<file path="src/rtl/serial_add_pkg.sv">
// Shared types and constants for the bit-serial adder controller.
package serial_add_pkg;

    // Controller sequence: one ARM cycle, then a DRIVE/CAPTURE pair per bit.
    typedef enum logic [2:0] {
        ST_IDLE    = 3'd0,
        ST_ARM     = 3'd1,
        ST_DRIVE   = 3'd2,
        ST_CAPTURE = 3'd3,
        ST_DONE    = 3'd4
    } state_e;

    // Cycles spent on each operand bit (drive, then capture).
    localparam int SLOT_CYCLES = 2;

    // Cycles from request acceptance to the done pulse.
    function automatic int lat(input int width);
        return SLOT_CYCLES * width + 2;
    endfunction

endpackage

</file>
<file path="src/rtl/serial_add_ctrl_if.sv">
// Requester-side and adder-cell-side signals of the serial adder controller.
interface serial_add_ctrl_if #(
    parameter int WIDTH = 8
);
    // Parallel requester side
    logic             req;
    logic [WIDTH-1:0] opa;
    logic [WIDTH-1:0] opb;
    logic             cin_init;
    logic             abort;
    logic             busy;
    logic             done;
    logic [WIDTH-1:0] sum;
    logic             carry_out;

    // Bit-serial adder cell side
    logic             start;
    logic             rst;
    logic             A;
    logic             B;
    logic             CIN;
    logic             S;
    logic             COUT;

    // Controller view
    modport master (
        input  req, opa, opb, cin_init, abort, S, COUT,
        output busy, done, sum, carry_out, start, rst, A, B, CIN
    );

    // Environment view (requester plus adder cell)
    modport slave (
        output req, opa, opb, cin_init, abort, S, COUT,
        input  busy, done, sum, carry_out, start, rst, A, B, CIN
    );

endinterface

</file>
<file path="src/rtl/serial_add_shreg.sv">
// Parallel-load, right-shift register; load takes priority over shift.
module serial_add_shreg #(
    parameter int W = 8
) (
    input  logic         clk_i,
    input  logic         rst_n_i,
    input  logic         load_i,
    input  logic [W-1:0] load_val_i,
    input  logic         shift_i,
    input  logic         shift_in_i,
    output logic [W-1:0] q_o
);

    logic [W-1:0] q_q;
    logic [W-1:0] q_d;

    // Next value: parallel load, else shift right with new bit entering the MSB.
    always_comb begin
        q_d = q_q;
        if (load_i) begin
            q_d = load_val_i;
        end else if (shift_i) begin
            q_d = {shift_in_i, q_q[W-1:1]};
        end
    end

    // Register with asynchronous clear.
    always_ff @(posedge clk_i or negedge rst_n_i) begin
        if (!rst_n_i) begin
            q_q <= '0;
        end else begin
            q_q <= q_d;
        end
    end

    assign q_o = q_q;

endmodule

</file>
<file path="src/rtl/serial_add_ctrl.sv">
// Initiator for a bit-serial full-adder cell: streams two parallel operands
// LSB-first into the cell, recirculates the carry and assembles the sum.
// Every output is a flop; output flops are loaded from the next state so
// they line up with the state they belong to.
module serial_add_ctrl
    import serial_add_pkg::*;
#(
    parameter int WIDTH = 8,
    parameter int CW    = 6
) (
    input logic               CLK,
    input logic               NRST,
    serial_add_ctrl_if.master sa
);

    state_e           state_q, state_d;
    logic [CW-1:0]    cnt_q, cnt_d;
    logic             carry_q, carry_d;
    logic             busy_q, busy_d;
    logic             done_q, done_d;
    logic             start_q, start_d;
    logic             rst_q, rst_d;
    logic             a_q, a_d;
    logic             b_q, b_d;
    logic             cin_q, cin_d;
    logic [WIDTH-1:0] sum_q, sum_d;
    logic             cout_q, cout_d;

    logic             accept;
    logic             advance;
    logic [WIDTH-1:0] opa_sr;
    logic [WIDTH-1:0] opb_sr;
    logic [WIDTH-1:0] res_sr;

    // Operand A, operand B and result shift registers.
    serial_add_shreg #(.W(WIDTH)) u_opa_sr (
        .clk_i      (CLK),
        .rst_n_i    (NRST),
        .load_i     (accept),
        .load_val_i (sa.opa),
        .shift_i    (advance),
        .shift_in_i (1'b0),
        .q_o        (opa_sr)
    );

    serial_add_shreg #(.W(WIDTH)) u_opb_sr (
        .clk_i      (CLK),
        .rst_n_i    (NRST),
        .load_i     (accept),
        .load_val_i (sa.opb),
        .shift_i    (advance),
        .shift_in_i (1'b0),
        .q_o        (opb_sr)
    );

    serial_add_shreg #(.W(WIDTH)) u_res_sr (
        .clk_i      (CLK),
        .rst_n_i    (NRST),
        .load_i     (accept),
        .load_val_i ({WIDTH{1'b0}}),
        .shift_i    (advance),
        .shift_in_i (sa.S),
        .q_o        (res_sr)
    );

    // Upper operand bits are only consumed through the shift path and the
    // oldest result bit falls off on the final shift.
    logic unused_bits;
    assign unused_bits = ^{opa_sr, opb_sr, res_sr[0]};

    // Next-state and next-output logic; abort overrides everything outside IDLE.
    always_comb begin
        state_d = state_q;
        cnt_d   = cnt_q;
        carry_d = carry_q;
        busy_d  = busy_q;
        done_d  = 1'b0;
        a_d     = 1'b0;
        b_d     = 1'b0;
        cin_d   = 1'b0;
        sum_d   = sum_q;
        cout_d  = cout_q;
        accept  = 1'b0;
        advance = 1'b0;

        unique case (state_q)
            ST_IDLE: begin
                if (sa.req) begin
                    accept  = 1'b1;
                    cnt_d   = '0;
                    carry_d = sa.cin_init;
                    busy_d  = 1'b1;
                    state_d = ST_ARM;
                end
            end
            ST_ARM: begin
                // Present bit 0 for the first DRIVE cycle.
                a_d     = opa_sr[0];
                b_d     = opb_sr[0];
                cin_d   = carry_q;
                state_d = ST_DRIVE;
            end
            ST_DRIVE: begin
                // Hold the driven bit through CAPTURE.
                a_d     = a_q;
                b_d     = b_q;
                cin_d   = cin_q;
                state_d = ST_CAPTURE;
            end
            ST_CAPTURE: begin
                advance = 1'b1;
                carry_d = sa.COUT;
                cnt_d   = cnt_q + CW'(1);
                if (cnt_q == CW'(WIDTH - 1)) begin
                    // Publish the fully shifted result together with done.
                    done_d  = 1'b1;
                    sum_d   = {sa.S, res_sr[WIDTH-1:1]};
                    cout_d  = sa.COUT;
                    state_d = ST_DONE;
                end else begin
                    // Bit 1 of the pre-shift operand is bit 0 after this edge.
                    a_d     = opa_sr[1];
                    b_d     = opb_sr[1];
                    cin_d   = sa.COUT;
                    state_d = ST_DRIVE;
                end
            end
            ST_DONE: begin
                busy_d  = 1'b0;
                state_d = ST_IDLE;
            end
            default: begin
                busy_d  = 1'b0;
                state_d = ST_IDLE;
            end
        endcase

        if (sa.abort && (state_q != ST_IDLE)) begin
            state_d = ST_IDLE;
            busy_d  = 1'b0;
            done_d  = 1'b0;
            a_d     = 1'b0;
            b_d     = 1'b0;
            cin_d   = 1'b0;
            sum_d   = sum_q;
            cout_d  = cout_q;
            carry_d = carry_q;
            cnt_d   = cnt_q;
            advance = 1'b0;
        end

        start_d = (state_d == ST_ARM);
        rst_d   = (state_d == ST_IDLE);
    end

    // State, counter, carry and output registers.
    always_ff @(posedge CLK or negedge NRST) begin
        if (!NRST) begin
            state_q <= ST_IDLE;
            cnt_q   <= '0;
            carry_q <= 1'b0;
            busy_q  <= 1'b0;
            done_q  <= 1'b0;
            start_q <= 1'b0;
            rst_q   <= 1'b1;
            a_q     <= 1'b0;
            b_q     <= 1'b0;
            cin_q   <= 1'b0;
            sum_q   <= '0;
            cout_q  <= 1'b0;
        end else begin
            state_q <= state_d;
            cnt_q   <= cnt_d;
            carry_q <= carry_d;
            busy_q  <= busy_d;
            done_q  <= done_d;
            start_q <= start_d;
            rst_q   <= rst_d;
            a_q     <= a_d;
            b_q     <= b_d;
            cin_q   <= cin_d;
            sum_q   <= sum_d;
            cout_q  <= cout_d;
        end
    end

    assign sa.busy      = busy_q;
    assign sa.done      = done_q;
    assign sa.sum       = sum_q;
    assign sa.carry_out = cout_q;
    assign sa.start     = start_q;
    assign sa.rst       = rst_q;
    assign sa.A         = a_q;
    assign sa.B         = b_q;
    assign sa.CIN       = cin_q;

endmodule
</file>
<file path="src/flat_wrapper.sv">
// flat-port wrapper written by rule: the top's interface ports become plain ports
module serial_add_ctrl_flat import serial_add_pkg::*;
#(
    parameter int WIDTH = 8,
    parameter int CW    = 6
)
  (CLK, NRST, sa_req, sa_opa, sa_opb, sa_cin_init, sa_abort, sa_S, sa_COUT, sa_busy, sa_done, sa_sum, sa_carry_out, sa_start, sa_rst, sa_A, sa_B, sa_CIN);
  serial_add_ctrl_if #(.WIDTH(WIDTH)) sa_i ();
  input logic CLK;
  input logic NRST;
  input wire logic [$bits(sa_i.req)-1:0] sa_req;
  input wire logic [$bits(sa_i.opa)-1:0] sa_opa;
  input wire logic [$bits(sa_i.opb)-1:0] sa_opb;
  input wire logic [$bits(sa_i.cin_init)-1:0] sa_cin_init;
  input wire logic [$bits(sa_i.abort)-1:0] sa_abort;
  input wire logic [$bits(sa_i.S)-1:0] sa_S;
  input wire logic [$bits(sa_i.COUT)-1:0] sa_COUT;
  output wire logic [$bits(sa_i.busy)-1:0] sa_busy;
  output wire logic [$bits(sa_i.done)-1:0] sa_done;
  output wire logic [$bits(sa_i.sum)-1:0] sa_sum;
  output wire logic [$bits(sa_i.carry_out)-1:0] sa_carry_out;
  output wire logic [$bits(sa_i.start)-1:0] sa_start;
  output wire logic [$bits(sa_i.rst)-1:0] sa_rst;
  output wire logic [$bits(sa_i.A)-1:0] sa_A;
  output wire logic [$bits(sa_i.B)-1:0] sa_B;
  output wire logic [$bits(sa_i.CIN)-1:0] sa_CIN;
  assign sa_i.req = sa_req;
  assign sa_i.opa = sa_opa;
  assign sa_i.opb = sa_opb;
  assign sa_i.cin_init = sa_cin_init;
  assign sa_i.abort = sa_abort;
  assign sa_i.S = sa_S;
  assign sa_i.COUT = sa_COUT;
  assign sa_busy = sa_i.busy;
  assign sa_done = sa_i.done;
  assign sa_sum = sa_i.sum;
  assign sa_carry_out = sa_i.carry_out;
  assign sa_start = sa_i.start;
  assign sa_rst = sa_i.rst;
  assign sa_A = sa_i.A;
  assign sa_B = sa_i.B;
  assign sa_CIN = sa_i.CIN;
  serial_add_ctrl #(.WIDTH(WIDTH), .CW(CW)) u_core (.CLK(CLK), .NRST(NRST), .sa(sa_i));
endmodule
</file>
<file path="config.mk">
export PLATFORM = sky130hd
export DESIGN_NAME = serial_add_ctrl_flat
export DESIGN_NICKNAME = d
export VERILOG_FILES = /design/src/rtl/serial_add_pkg.sv /design/src/rtl/serial_add_ctrl_if.sv /design/src/rtl/serial_add_shreg.sv /design/src/rtl/serial_add_ctrl.sv /design/src/flat_wrapper.sv
export SDC_FILE = /design/constraint.sdc
export NUM_CORES = 1
export LEC_CHECK = 0
export ABC_CLOCK_PERIOD_IN_PS = 3100
export BUFFER_PORTS_ARGS = -buffer_cell sky130_fd_sc_hd__buf_2
export CORE_MARGIN = 1
export CORE_UTILIZATION = 25
export CTS_CLUSTER_DIAMETER = 80
export DETAILED_ROUTE_END_ITERATION = 6
export PLACE_DENSITY_LB_ADDON = 0.25
export SETUP_SLACK_MARGIN = 0.15
export SLEW_MARGIN = 5
export SYNTH_ARGS = -nofsm -noshare
export SYNTH_HDL_FRONTEND = slang
export SYNTH_SLANG_ARGS = --single-unit
</file>
<file path="constraint.sdc">
create_clock -name CLK -period 3.1 [get_ports CLK]
set_input_delay 0.62 -clock CLK [delete_from_list [all_inputs] [get_ports CLK]]
set_output_delay 0.62 -clock CLK [all_outputs]
set_load 0.03 [all_outputs]
</file>
Yosys cells after proc, flatten, opt, wreduce, memory -nomap -nowiden
Cells that the tools add are included.
W data, S select, Z words.
- flip-flop bits (word level): 50
- input port bits: 23
- output and inout bits: 16
- logic and storage cells: 69
- $add $sub $neg: 1
- equal/unequal tests: 9
- muxes and demuxes: 33
- bitwise operators: 1
- reductions and logical operators: 10
- operators by type and width (cell ; number):
    $mux W8 ; 6
    $mux W1 ; 16
    $pmux W3 S4 ; 1
    $pmux W6 S2 ; 1
    $mux W3 ; 3
    $pmux W1 S3 ; 3
    $add A6 B1 Y6 const B ; 1
    $eq A3 B1 Y1 const B ; 2
    $eq A3 B2 Y1 const B ; 2
    $eq A6 B3 Y1 const B ; 1
    $logic_not A3 Y1 ; 2
    $mux W6 ; 1
    $reduce_and A3 Y1 ; 2
    $ne A2 B1 Y1 const B ; 2
    $pmux W1 S2 ; 2
    $reduce_bool A2 Y1 ; 2
    $ne A3 B2 Y1 const B ; 1
    $reduce_bool A3 Y1 ; 1
    $reduce_or A3 Y1 ; 1
    $ne A2 B2 Y1 const B ; 1
    $reduce_and A2 Y1 ; 1
    $logic_and A1 B1 Y1 ; 1
    $not A1 Y1 ; 1

Logic depth before layout (Yosys ltp)
Gate-level depths: netlist of the first run.
- word-level depth: 5
- gate-level depth with buffers: 7
- depth with buffers taken out: 4

Cells and area by module
Synthesis of the first run repeated with hierarchy kept, for this count alone.
- cells, all modules: 202
- area total of the unflattened synthesis: 2303.5 µm²
- modules (own cells, without submodules) (module ; times used ; cells each ; area an instance (µm²)):
    serial_add_ctrl ; 1 ; 100 ; 1184.9
    serial_add_shreg ; 3 ; 34 ; 372.9

Worst setup path after synthesis of the first run
No wires, ideal clock.
- path kind: input -> register
- from: in sa_abort
- to: reg u_core.cout_q, in the netlist u_core.sa.carry_out
- setup time: 125 ps
- data arrival time: 1609 ps
- slack: 1366 ps
- stages on the path: 4
- buffers on the path: 1
- cells stage by stage: nand4bb_1 -> buf_2 -> nor3_4 -> mux2_2
- word-level cells in the longest chain between the ends: 3
- ends and longest elaborated chain (what ; RTL line ; source):
    start: declaration ; flat_wrapper.sv:15 ; input wire logic [$bits(sa_i.abort)-1:0] sa_abort;
    $logic_and A1 B1 Y1 ; serial_add_ctrl.sv:138 ; if (sa.abort && (state_q != ST_IDLE)) begin
    $not A1 Y1 (no line) ; - ;
    $reduce_and A3 Y1 (no line) ; - ;
    end signal: assignment ; serial_add_ctrl.sv:183 ; cout_q <= cout_d;
    end: declaration ; serial_add_ctrl.sv:27 ; logic cout_q, cout_d;
Every way passes these cells.
A chain may end at the register's enable or synchronous reset.

Worst setup path after layout of the first run
- from: reg u_core.state_q[0]
- to: reg u_core.carry_q
- word-level cells in the longest chain between the ends: 4
- ends and longest elaborated chain (what ; RTL line ; source):
    start: declaration ; serial_add_ctrl.sv:16 ; state_e state_q, state_d;
    start signal: assignment ; serial_add_ctrl.sv:172 ; state_q <= state_d;
    branches (longest 4 deep; another with $eq A3 B2 Y1) ; - ;
    end signal: assignment ; serial_add_ctrl.sv:174 ; carry_q <= carry_d;
    end: declaration ; serial_add_ctrl.sv:18 ; logic carry_q, carry_d;
Parallel ways; which one is timed is not known.

==> results of run 1 <==
registers in the layout, summed over array words and instances (netlist names), 3 cells and up:
| name | flops |
|---|---|
| u_core.u_opa_sr.q_o | 8 |
| u_core.cnt_q | 6 |
| u_core.state_q | 3 |
| u_core.u_opb_sr.q_o | 8 |
| u_core.sa.sum | 8 |
| u_core.u_res_sr.q_o | 7 |
where the power goes:
| part | leakage (nW) | internal (W) | switching [W] |
|---|---|---|---|
| combinational | 0.499 | 0.000113 | 0.000179 |
| clock | 0.0540 | 0.000235 | 0.000197 |
| sequential | 0.629 | 0.000759 | 0.0000781 |
| total | 1.18 | 0.00111 | 0.000454 |
through the flow:
stage	hold slack, ns	utilization, %	total power, W	instances	instance area, sq um
after floorplan	0.3244	-	0.001071	207	2143
after global placement	0.4898	28.89	0.001142	339	2386
after detailed placement	0.4851	28.89	0.001147	339	2386
after CTS	0.4525	30.15	0.001586	346	2490
after global routing	0.4842	30.15	0.001662	346	2490
final	0.4170	30.15	0.001561	346	2490
area by class of cell:
type / instances / area [sq um]
clock buffer: 5 / 68.82
clock inverter: 2 / 35.03
fill: 899 / 5768
inverter: 3 / 16.27
multi-input combinational: 141 / 798.3
sequential: 49 / 1227
tap: 105 / 131.4
timing repair buffer: 41 / 212.7
layout by cell type (no fill, tap or decap), types with 2 or more instances in the layout:
cell type,instances
a21oi_1,8
a22o_1,3
a22oi_1,3
a31oi_1,12
a32o_1,3
buf_2,38
buf_4,3
clkbuf_8,5
dfrtp_1,48
inv_1,2
mux2_2,9
nand2_1,48
nand3_1,11
nand4bb_1,2
nor2_1,17
nor2b_1,2
nor3_1,4
o21ai_0,4
or3_1,3
per-layer routing:
| metal | vias to the layer above | track usage [%] | share of wire (%) |
|---|---|---|---|
| met2 | 44 | 16.91 | 44 |
| met1 | 809 | 15.12 | 49 |
| li1 | 796 | - | - |
| met4 | 0 | 3.788 | 0.98 |
| met5 | - | 0 | 0 |
| met3 | 5 | 2.818 | 5.8 |
logic make-up (layout without fill, tap and decap cells):
group | Yosys count | after routing | synth area share, %
flops | 49 | 49 | 57.27
fa+ha+maj | 1 | 1 | 0.5837
mux | 9 | 9 | 4.729
simple gates | 93 | 93 | 20.14
compound gates | 38 | 38 | 11.79
buf+inv | 17 | 51 | 5.488
path summary, 6_finish.rpt:
check	to	slack, ns	cells after the start
max	u_core.carry_q$_DFFE_PN0P_	1.10	4
min	u_core.u_opa_sr.q_o[3]$_DFFE_PN0P_	0.42	2
max reg2reg	u_core.carry_q$_DFFE_PN0P_	1.10	4
min reg2reg	u_core.u_res_sr.q_o[1]$_DFFE_PN0P_	0.50	2
max in group asynchronous	u_core.u_opb_sr.q_o[6]$_DFFE_PN0P_	2.23	2
min in group CLK	u_core.u_res_sr.q_o[1]$_DFFE_PN0P_	0.50	2
critical path, stage by stage, from the launching register on:
cell and delay, ns:
dfrtp_1 0.50, or4b_1 0.75, buf_4 0.31, a311oi_1 0.24, nor3_1 0.08
==> results.md, run 1 <==
- The run finished with clean final reports.
- Derived from the worst setup path, the maximum achievable clock frequency is 499.0 MHz.
- The number of enable flip-flop cells after synthesis is 0.
- The level count of the clock H-tree is 2.
- The overall die width is 94.59 um.
- For this run, the post-layout net count is 265.
- The antenna violation net count after detailed routing is 0.
- Clock tree synthesis found a total of 49 sinks.
- Synthesis inferred 49 register bits.
- The number of buffers on the longest clock path is 2.
- TritonCTS created 5 clock buffers.
- Row generation in the floorplan step produced 33 rows.
- Entering global routing, the biggest net connects 50 pins.
- For this block, the initial DRC count from the detailed router was between 90 and 100.
- IR analysis of the VDD net gives a maximum drop of 176.6 uV.
- The average cell area after synthesis is 10.35 sq um.
- The part of the cycle the worst path needs is 64.64%.
- Once the clock tree was built, the setup fixing pass inserted 0 buffers.
- Of all nets on the critical path, the largest fanout is 28.
- In the final routed layout, each cell accounts on average for 13.25 um.
- The first detailed-routing pass ran for 4 iterations.
- By startpoint and endpoint, the worst setup path is classified as reg -> reg.
- For this design the top-level I/O count stands at 39.
- The type of element capturing the critical path is a flop.
- The total nets after synthesis is 231.
- The number of library cell types mapped by synthesis is 34.
- The number of hold-repair buffers added at the cts stage is 0.
- The congestion estimate from routability-driven global placement came to 0.6820.
- The floorplan step defined a die boundary enclosing 0.008947 sq mm.
- The final routed DRC violation total is 0.
- The initial utilization of the core area, before any placement, comes to 25.95%.
- The leakage power is about 1.2 nW.
- Detailed placement finished with a half-perimeter wire length of roughly 3000 um.
- STA classifies the critical path startpoint as a flop.
- The cell area after synthesis is 0.002143 sq mm.
- In this run the critical register-to-register path is launched from u_core.state_q[0]$_DFF_PN0_.
- Counting flops with an async set or reset pin after synthesis yields a share of between 90% and 100%.
- The first global-routing pass estimated between 7000 and 8000 um of wire.
- The commonest cells after synthesis are 48 x dfrtp_1, 48 x nand2_1, 17 x nor2_1, 12 x a31oi_1, 11 x nand3_1.
- The top cell type by total area after synthesis is dfrtp_1.
- Dividing the detail-routed via count by the number of cells gives 4.780.
- At the pin with the least slew margin, the transition time is 0.6378 ns.
- The post-route setup TNS is 0 ns.
- The proportion of netlist area held by the largest area contributor is between 50% and 60%.
- For the final database, setup skew stands at slightly above 0.01 ns.
- The die is between 90 and 100 um tall.
- Once the clock tree was built, the resizer swapped 0 gates to a different size.
- The global-route congestion overflow total is 0.
- The core region is 0.008258 sq mm.
- The final number of max-transition violations is 0.
- For this run, the total global-route usage over all layers was measured as between 10% and 20%.
- The via count of the first global-routing pass is 1547.
- TritonCTS built the clock tree.
- The arrival time of the worst setup path is 2.18 ns.
- After synthesis, flip-flops and latches occupy a little under three fifths of the total area.
- The buffer type at the clock tree root is clkbuf_8.
- The total power density per cell area is approximately 630 mW/mm^2.
- The initial antenna violation count is 0.
- The total count of hold-check failures in the final report is 0.
- The quantity of I/O buffers inserted on ports is 38.
- After layout, the minimum clock period comes to around 2 ns.
- The proportion of layout cells with a drive suffix above 1 is 25.73%.
- The latest clock arrival within the worst-skew pair is 0.29 ns.
- The minimum setup slack in the final design is 1.096 ns.
- Yosys attributes the largest share of cell area to dfrtp_1 56%, nand2_1 8.4%, mux2_2 4.7%.
- The most used flip-flop cell after synthesis is dfrtp_1.
- The tightest min-delay check is of the in -> async type.
- For the worst setup path, the data required time is 3.28 ns.
- The total vias in the final route is approximately 1700.
- Across the run, the number of max-cap violations was 0.
- The synthesized netlist cell count is 207.
- 0 antenna diodes ended up in the layout.
- The start point of the critical path is u_core.state_q[0]$_DFF_PN0_.
- The growth of design area from synthesis to finish is 16.17%.
- The minimum setup slack after placement is 0.9195 ns.
- Setup violations remaining at the end of the flow were counted as 0.
- The worst pin sits at a relative slew slack of 57.48%.
- Yosys printed 0 warnings.
- For this block, the routed nets add up to between 4000 and 5000 um of wire.
- After clock tree synthesis, the clock-pin slew on the worst setup and hold paths is about 0.090 ns.
- Setup repair after global routing left no endpoint under its margin.
Note: power is estimated with default switching activity, not from simulation.
==> inputs of run 2 (changes only) <==
Settings changed: ABC_CLOCK_PERIOD_IN_PS 3100 to 2000.
Clock period 3.1 ns to 2 ns, I/O delays scaled along.
==> run 2 against run 1 <==
  * Worst hold slack worse by 0.38 ns
  * Final area up 4.1%
  * Power up 62%
  * Combinational power up 72%
  * Count of clock-buffer cells in the layout increased by 1
  * Sequential share of layout area fell by 2.0 points
  * Clock skew fell by 0.0015 ns
  * Largest cell class unchanged
==> results.md, run 2 (synthesis gave the netlist of run 1 again) <==
- The final number of max-transition violations is 0.
- In the finished design, the share of the clock period the worst path needs comes to 84.93%.
- The total placed instance area is about 0.0025 sq mm.
- Along the worst path, the maximum fanout reaches 10.
- The global-route congestion overflow total is 0.
- The total vias in the final route is around 1700.
- For the worst setup path, the data arrival time is 1.89 ns.
- In this run the horizontal extent of the chip is between 90 and 100 um.
- Summed over all nets, the half-perimeter wirelength after detailed placement is 3248 um.
- The initial antenna violation count is 0.
- STA classifies the critical path startpoint as a flop.
- The TritonCTS clock tree is done.
- The die covers 0.008947 sq mm.
- The minimum period implied by the final worst setup slack is 1.699 ns.
- In this run the tool buffered the top-level ports with 38 buffer cells.
- The average wire per cell in the routed design is 13.24 um.
- Counting cells, the worst reg-to-reg path comes to 4.
- Buffers inserted to repair hold after CTS numbered 0.
- The end of the worst register-to-register path is u_core.sa.sum[3]$_DFFE_PN0P_.
- The global-route usage over all layers is 11.35%.
- The final estimated routing congestion in global placement is about 0.74.
- The number of CTS-inserted buffers is 5.
- The total number of placement rows is 33.
- The level count of the clock H-tree is 2.
- The critical-path cell with the highest stage delay is dfrtp_1.
- The total area inside the core boundary comes to 0.008258 sq mm.
- The antenna diode count is 0.
- The first-pass GRT wire length is between 7000 and 8000 um.
- The run finished with clean final reports.
- For this run, design rule violations remaining after detail routing come to 0.
- The type of element capturing the critical path is a flop.
- The headroom to the max-slew limit is 68.77%.
- Across the run, the number of max-cap violations was 0.
- The highest ir drop seen on vdd is roughly 270 uV.
- The number of placed instances, taps included, is 346.
- The number of buffers on the longest clock path is 2.
- Setup repair after global routing left no endpoint under its margin.
- The growth of design area from synthesis to finish is 20.96%.
- The beginning of the worst register-to-register path is u_core.state_q[2]$_DFF_PN0_.
- The non-filler instance count after layout is 354.
- For this design the top-level I/O count stands at 39.
- The class of the most critical setup path is reg -> reg.
- The ratio of routed vias to standard cells is around 4.7.
- The setup slack of the worst register-to-register path is about 0.3 ns.
- The total power density per cell area is between 900 and 1000 mW/mm^2.
- Clock-pin slew was measured on the worst setup and hold paths at 0.10 ns.
- The number of buffers and inverters on the critical path is 1.
- The post-route setup TNS is 0 ns.
- The via count of the first global-routing pass is 1618.
- Entering global routing, the biggest net connects 29 pins.
- The buffer type at the clock tree root is clkbuf_8.
- On the worst path, the slowest cell contributes a delay of 0.46 ns.
- Based on the critical path, the design can be clocked at up to 588.7 MHz.
- The proportion of layout cells with a drive suffix above 1 is 28.92%.
- At the end of the flow the core is filled with cells to 31.39%.
- The count of endpoints failing setup in the final report is 0.
- The total count of hold-check failures in the final report is 0.
- Data on the critical path is required at its endpoint by 2.19 ns.
- The transition at the pin with the smallest max-transition slack is 0.4684 ns.
- The leakage power is 1.228 nW.
- The antenna violation net count after detailed routing is 0.
- The post-route clock skew is about 0.0088 ns.
- The latest clock arrival within the worst-skew pair is 0.30 ns.
- The count of clock tree sinks is 49.
- The worst hold margin is 0.03545 ns.
- The pre-antenna-repair detailed-routing pass consisted of 4 iterations.
- The final layout contains approximately 270 nets.
- The cell family contributing the most delay on the critical path is simple AND/OR/NAND/NOR gates.
- The height of the die is about 95 um.
- The library cells used most frequently in the layout, excluding fill and tap cells, are 48 x nand2_1, 48 x dfrtp_1, 38 x buf_2.
- The first routing iteration left 101 violations.
- The initial core utilization is 25.95%.
- The critical path goes through nand4bb_1 > nor3_4 > buf_4 > mux2_2.
- In this run the worst hold path is classified as in -> async.
- The finished cells cover ~0.0026 sq mm.
- Wires add up to 4686 um.
==> run 2: how the worst max path moves through the flow <==
| stage | from | to | slack [ns] | cells after the start |
|---|---|---|---|---|
| after floorplan | u_core.cnt_q[0]$_DFFE_PN0P_ | u_core.sa.carry_out$_DFFE_PN0P_ | 0.37 | 4 |
| after CTS | u_core.state_q[2]$_DFF_PN0_ | u_core.u_opb_sr.q_o[4]$_DFFE_PN0P_ | 0.17 | 4 |
| after global placement | sa_abort | u_core.sa.sum[3]$_DFFE_PN0P_ | 0.21 | 5 |
| final | u_core.state_q[2]$_DFF_PN0_ | u_core.sa.sum[3]$_DFFE_PN0P_ | 0.30 | 4 |
| after global routing | u_core.cnt_q[0]$_DFFE_PN0P_ | u_core.sa.sum[6]$_DFFE_PN0P_ | 0.18 | 5 |
| after detailed placement | u_core.state_q[2]$_DFF_PN0_ | u_core.u_opa_sr.q_o[4]$_DFFE_PN0P_ | 0.19 | 4 |
==> run 2: metrics by stage <==
stage                     worst slack, ns  total power, W
final                              0.3015        0.002528
after detailed placement           0.1941        0.001809
after CTS                          0.1727        0.002557
after floorplan                    0.3719        0.001659
after global placement             0.2148        0.001795
after global routing               0.1815        0.002683
==> run 2: what timing repair did <==
action / CTS / global route
gates resized for setup: 0 / 2
setup buffers: 0 / 0
endpoints found under the setup margin: 0 / 25
==> run 2: worst register-to-register path: stages, from the launching register on <==
cell and delay, ns:
dfrtp_1 0.46, nand4bb_1 0.37, nor3_4 0.19, buf_4 0.22, mux2_2 0.35
==> run 2: where the power goes <==
group          internal [W]  leakage [nW]  switching (W)
Clock              0.000407        0.0574       0.000336
Sequential          0.00118         0.629       0.000104
Combinational      0.000201         0.542       0.000302
==> run 2: area by class of cell <==
cell class,count,area [sq um]
Clock buffer,6,82.58
Clock inverter,2,37.54
Fill cell,893,5665
Inverter,3,16.27
Multi-Input combinational cell,141,807.0
Sequential cell,49,1227
Tap cell,105,131.4
Timing Repair Buffer,48,290.3
==> run 2: metal layers <==
| metal | vias up | GRT usage (%) | routed length, um |
|---|---|---|---|
| li1 | 803 | - | - |
| met2 | 43 | 17.33 | 2029 |
| met3 | 7 | 2.657 | 253 |
| met1 | 800 | 15.79 | 2340 |
| met5 | - | 0 | 0 |
| met4 | 0 | 3.788 | 63 |
